**src/rtl/cpu_trace_buffer.sv**
```systemverilog
// CPU instruction trace buffer: captures {pc, inst, addr} whenever the PC changes
// while tracing is enabled, and exposes the oldest entry on a first-word-fall-through port.
module cpu_trace_buffer #(
   parameter int PTR_W = 4
) (
   input  logic             clk_in,
   input  logic             reset,
   input  logic             trace_en,
   input  logic [31:0]      pc,
   input  logic [31:0]      inst,
   input  logic [31:0]      addr,
   output logic             out_valid,
   input  logic             out_ready,
   output logic [31:0]      out_pc,
   output logic [31:0]      out_inst,
   output logic [31:0]      out_addr,
   output logic [PTR_W:0]   count,
   output logic             full,
   output logic             overflow,
   output logic [15:0]      drop_cnt,
   input  logic             clr_ovf
);

   localparam int DEPTH = 2 ** PTR_W;
   localparam logic [PTR_W:0] DEPTH_CNT = (PTR_W + 1)'(DEPTH);

   logic [95:0]      mem [DEPTH];
   logic [PTR_W-1:0] wr_ptr;
   logic [PTR_W-1:0] rd_ptr;
   logic [31:0]      last_pc;
   logic             first_flag;

   logic cap_req;
   logic pop;
   logic push;
   logic drop;

   // Output handshake: an entry transfers in any cycle where out_valid && out_ready
   // are both high at the rising edge; out_* stay fixed until that transfer happens.
   assign out_valid = (count != '0);
   assign full      = (count == DEPTH_CNT);

   assign cap_req = trace_en && (first_flag || (pc != last_pc));
   assign pop     = out_valid && out_ready;
   assign push    = cap_req && (!full || pop);
   assign drop    = cap_req && full && !pop;

   assign out_pc   = mem[rd_ptr][95:64];
   assign out_inst = mem[rd_ptr][63:32];
   assign out_addr = mem[rd_ptr][31:0];

   // Storage has no reset; validity is tracked entirely by count.
   always_ff @(posedge clk_in) begin
      if (push) begin
         mem[wr_ptr] <= {pc, inst, addr};
      end
   end

   always_ff @(posedge clk_in or posedge reset) begin
      if (reset) begin
         wr_ptr <= '0;
         rd_ptr <= '0;
         count  <= '0;
      end else begin
         if (push) begin
            wr_ptr <= wr_ptr + PTR_W'(1);
         end
         if (pop) begin
            rd_ptr <= rd_ptr + PTR_W'(1);
         end
         if (push && !pop) begin
            count <= count + (PTR_W + 1)'(1);
         end else if (pop && !push) begin
            count <= count - (PTR_W + 1)'(1);
         end
      end
   end

   // Dedupe tracking: a disabled cycle re-arms capture of the next PC unconditionally.
   always_ff @(posedge clk_in or posedge reset) begin
      if (reset) begin
         last_pc    <= '0;
         first_flag <= 1'b1;
      end else begin
         if (cap_req) begin
            last_pc <= pc;
         end
         if (!trace_en) begin
            first_flag <= 1'b1;
         end else if (cap_req) begin
            first_flag <= 1'b0;
         end
      end
   end

   // A drop wins over a coincident clear, leaving exactly one recorded drop.
   always_ff @(posedge clk_in or posedge reset) begin
      if (reset) begin
         overflow <= 1'b0;
         drop_cnt <= '0;
      end else if (drop) begin
         overflow <= 1'b1;
         if (clr_ovf) begin
            drop_cnt <= 16'd1;
         end else if (drop_cnt != 16'hFFFF) begin
            drop_cnt <= drop_cnt + 16'd1;
         end
      end else if (clr_ovf) begin
         overflow <= 1'b0;
         drop_cnt <= '0;
      end
   end

endmodule

```
**config.mk**
```make
export PLATFORM = sky130hd
export DESIGN_NAME = cpu_trace_buffer
export DESIGN_NICKNAME = d
export VERILOG_FILES = /design/src/rtl/cpu_trace_buffer.sv
export SDC_FILE = /design/constraint.sdc
export NUM_CORES = 1
export LEC_CHECK = 0
export CORE_ASPECT_RATIO = 1.25
export CORE_UTILIZATION = 61
export DETAILED_ROUTE_END_ITERATION = 7
export PLACE_DENSITY = 0.79
export SYNTH_ARGS = -nofsm -noshare
export SYNTH_HDL_FRONTEND = slang
export SYNTH_SLANG_ARGS = --single-unit
```
**constraint.sdc**
```tcl
create_clock -name clk_in -period 5.2 [get_ports clk_in]
set_clock_uncertainty 0.2 [all_clocks]
set_input_delay 1.04 -clock clk_in [delete_from_list [all_inputs] [get_ports clk_in]]
set_output_delay 1.04 -clock clk_in [all_outputs]
set_load 0.02 [all_outputs]
```
==> summary.txt <==
gpl congestion - 0.799
port bufs - 220
CP startpoint kind - register
syn nets - 2,541
synth-to-layout area growth - 15.8%
via/cell ratio - 6.73
drt total wl - 146 mm
Synth Flop Type - edfxtp_1
number of max-cap violations - 0
RSZ-0062 raised after global routing - no
core area - 0.0989 mm2
hold_buf cts - 0
CTS Buffer Depth - 3
Static Leak - 22.3 nW
Hold WC Path Type - register to register
synth top area cells - edfxtp_1, mux4_2, dfrtp_1, mux2_4, xor2_1
Root Buffer - clkbuf_16
first-pass GRT wire length - 211 mm
post-route worst setup slack - 0.170 ns
drt first-iter violations - 3,283
Core Util, Final - 71.4%
GRT Overall Usage - 29.8%
Hold Startpoint - last_pc[27]
CTS tree - yes
DRC - 0
synth unique cells - 46
largest net degree at the start of global routing - 94
Worst Hold Path Cells - 1
reg2reg path depth - 13
Peak VDD IR - 413 uV
die area - 0.101 mm2
EDFF count, synth - 1,536
worst setup path start - rd_ptr[0]
Row Count - 129
FFs w/ async S/R, synth - 3.94%
Synth area leader - edfxtp_1
Req. time, crit path - 3.96 ns
setup violators final - 0
drt pass-1 iters - 5
Worst Max-Slew Pin Slew - 1.00 ns
status - finished, final reports clean
Fill cells - 5,296
#FFs+latches synth - 1,599
Place WS - -0.0236 ns
Tmin final - 5.03 ns
Die Wd - 285 um
clock latency at the later pin of the worst-skew pair - 0.78 ns
final hold slack - 0.326 ns
Synth top cells by count - edfxtp_1, mux4_2, dfrtp_1
Post-Syn Instances - 2,429
pwr dens - 552 mW/mm2
critical path fanouts, max - 26
syn avg cell area - 25.1 um2
synth warn - 0
total grt overflow - 0
net count reported at finish - 2,911
mapped cell area - 0.0610 mm2
critical path class - register to output port
dpl cells - 3,960
clock sinks - 1,599
final hold vios - 0
post-detail-place hpwl - 75.5 mm
H-Tree Depth - 4
Worst Path Arrival - 3.79 ns
share of the synthesized area in the top cell type - 75.7%
number of global-route vias before repair - 30,500
Max Slew Vio Count - 0
CTS clk-pin slew, worst paths - 0.06 ns
initial antenna violation count - 15
share of layout cells above drive strength 1 - 30.3%
cts bufs inserted - 146
Worst slew margin - 33.3%
CP endpoint kind - output port
fin crit share - 96.7%
via count - 28,500
Initial Util - 61.6%
worst r2r src - last_pc[6]
ANT nets after route - 0
Seq/Total Area, Yosys - 78.3%
most common cell in the synthesized netlist - edfxtp_1
fmax - 199 MHz
non-filler instance count after layout - 4,237
Ports - 221
die span in y - 355 um
Routed wire per std cell - 34.5 um
## kinds of logic after synthesis
kind of cell    count (synthesis)  share of synthesized area (%)
flops                        1599                           78.3
mux                           514                           18.5
buf+inv                       130                           1.02
simple gates                   92                          0.955
xor+xnor                       44                          0.632
compound gates                 39                          0.413
fa+ha+maj                      11                          0.238
## metrics by stage
| step | total power [mW] | cell area (um2) | TNS (ns) |
|---|---|---|---|
| detailed placement | 28.6 | 65900 | -0.0236 |
| CTS | 39.2 | 70600 | 0 |
| global route | 40.1 | 70600 | 0 |
| finish | 39.0 | 70600 | 0 |
| floorplan | 23.8 | 61000 | 0 |
| global placement | 28.3 | 65900 | -0.0843 |
## metal layers
metal | global-route usage [%] | vias to the layer above | wire length [um]
met3 | 6.47 | 321 | 13700
met2 | 50.6 | 1837 | 76900
met1 | 37.7 | 15100 | 49900
met4 | 12.2 | 14 | 5480
met5 | 0 | - | 90
li1 | - | 11300 | -
## area by class of cell
cell class	instances	area (um2)	area share, %
Antenna cell	8	20.0	0.0284
Tap cell	1310	1640	2.32
Inverter	10	37.5	0.0532
Multi-Input combinational cell	700	12700	18.0
Clock inverter	90	841	1.19
Timing Repair Buffer	342	3830	5.42
Sequential cell	1599	47700	67.6
Clock buffer	178	3810	5.40
## critical path, cell delays in order, from the launching register on
cell,delay [ns]
dfrtp_4,0.70
buf_12,0.32
buf_4,0.31
mux4_2,0.57
mux4_2,0.52
clkdlybuf4s50_1,0.56
## report_power, final
group | internal (mW) | leakage, nW | switching, mW | total, mW
registers | 15.4 | 14.6 | 0.666 | 16.1
clock network | 5.74 | 2.27 | 4.73 | 10.5
logic | 6.10 | 5.39 | 6.29 | 12.4
total | 27.3 | 22.3 | 11.7 | 39.0
## final timing paths
kind / to / slack, ns
worst max register to register: count[4] / 1.28
worst min-delay path: last_pc[27] / 0.33
worst min register to register: last_pc[27] / 0.33
min in group asynchronous: last_pc[20] / 0.58
worst max-delay path: out_addr[23] / 0.17
max in group asynchronous: first_flag / 3.27
## sequential cells by signal, indices dropped and copies added, names as in the netlist
signal and count:
drop_cnt 16, count 5, wr_ptr 4, mem 1536, last_pc 32, first_flag 1
overflow 1, rd_ptr 4
## what timing repair did
item | in CTS | in global routing
setup buffers | 1 | 0
endpoints found under the setup margin | 13 | 0
resized for setup | 0 | 0
## placed cells by master (no fill, tap or decap), types with 8 or more instances in the layout
master / n
nand3_1: 10
dfrtp_1: 58
clkinv_1: 26
xnor2_1: 13
clkinv_2: 31
bufinv_16: 9
mux2_4: 20
mux4_2: 480
and3_4: 12
clkbuf_1: 28
buf_12: 55
inv_1: 9
buf_4: 66
clkbuf_16: 146
xor2_1: 31
o31ai_1: 11
a21oi_1: 16
diode_2: 8
mux2_2: 14
or4_1: 11
clkinv_8: 8
ha_1: 10
edfxtp_1: 1536
clkdlybuf4s50_1: 220
nand2_1: 10
No activity file was read; power rests on OpenSTA's default activity.
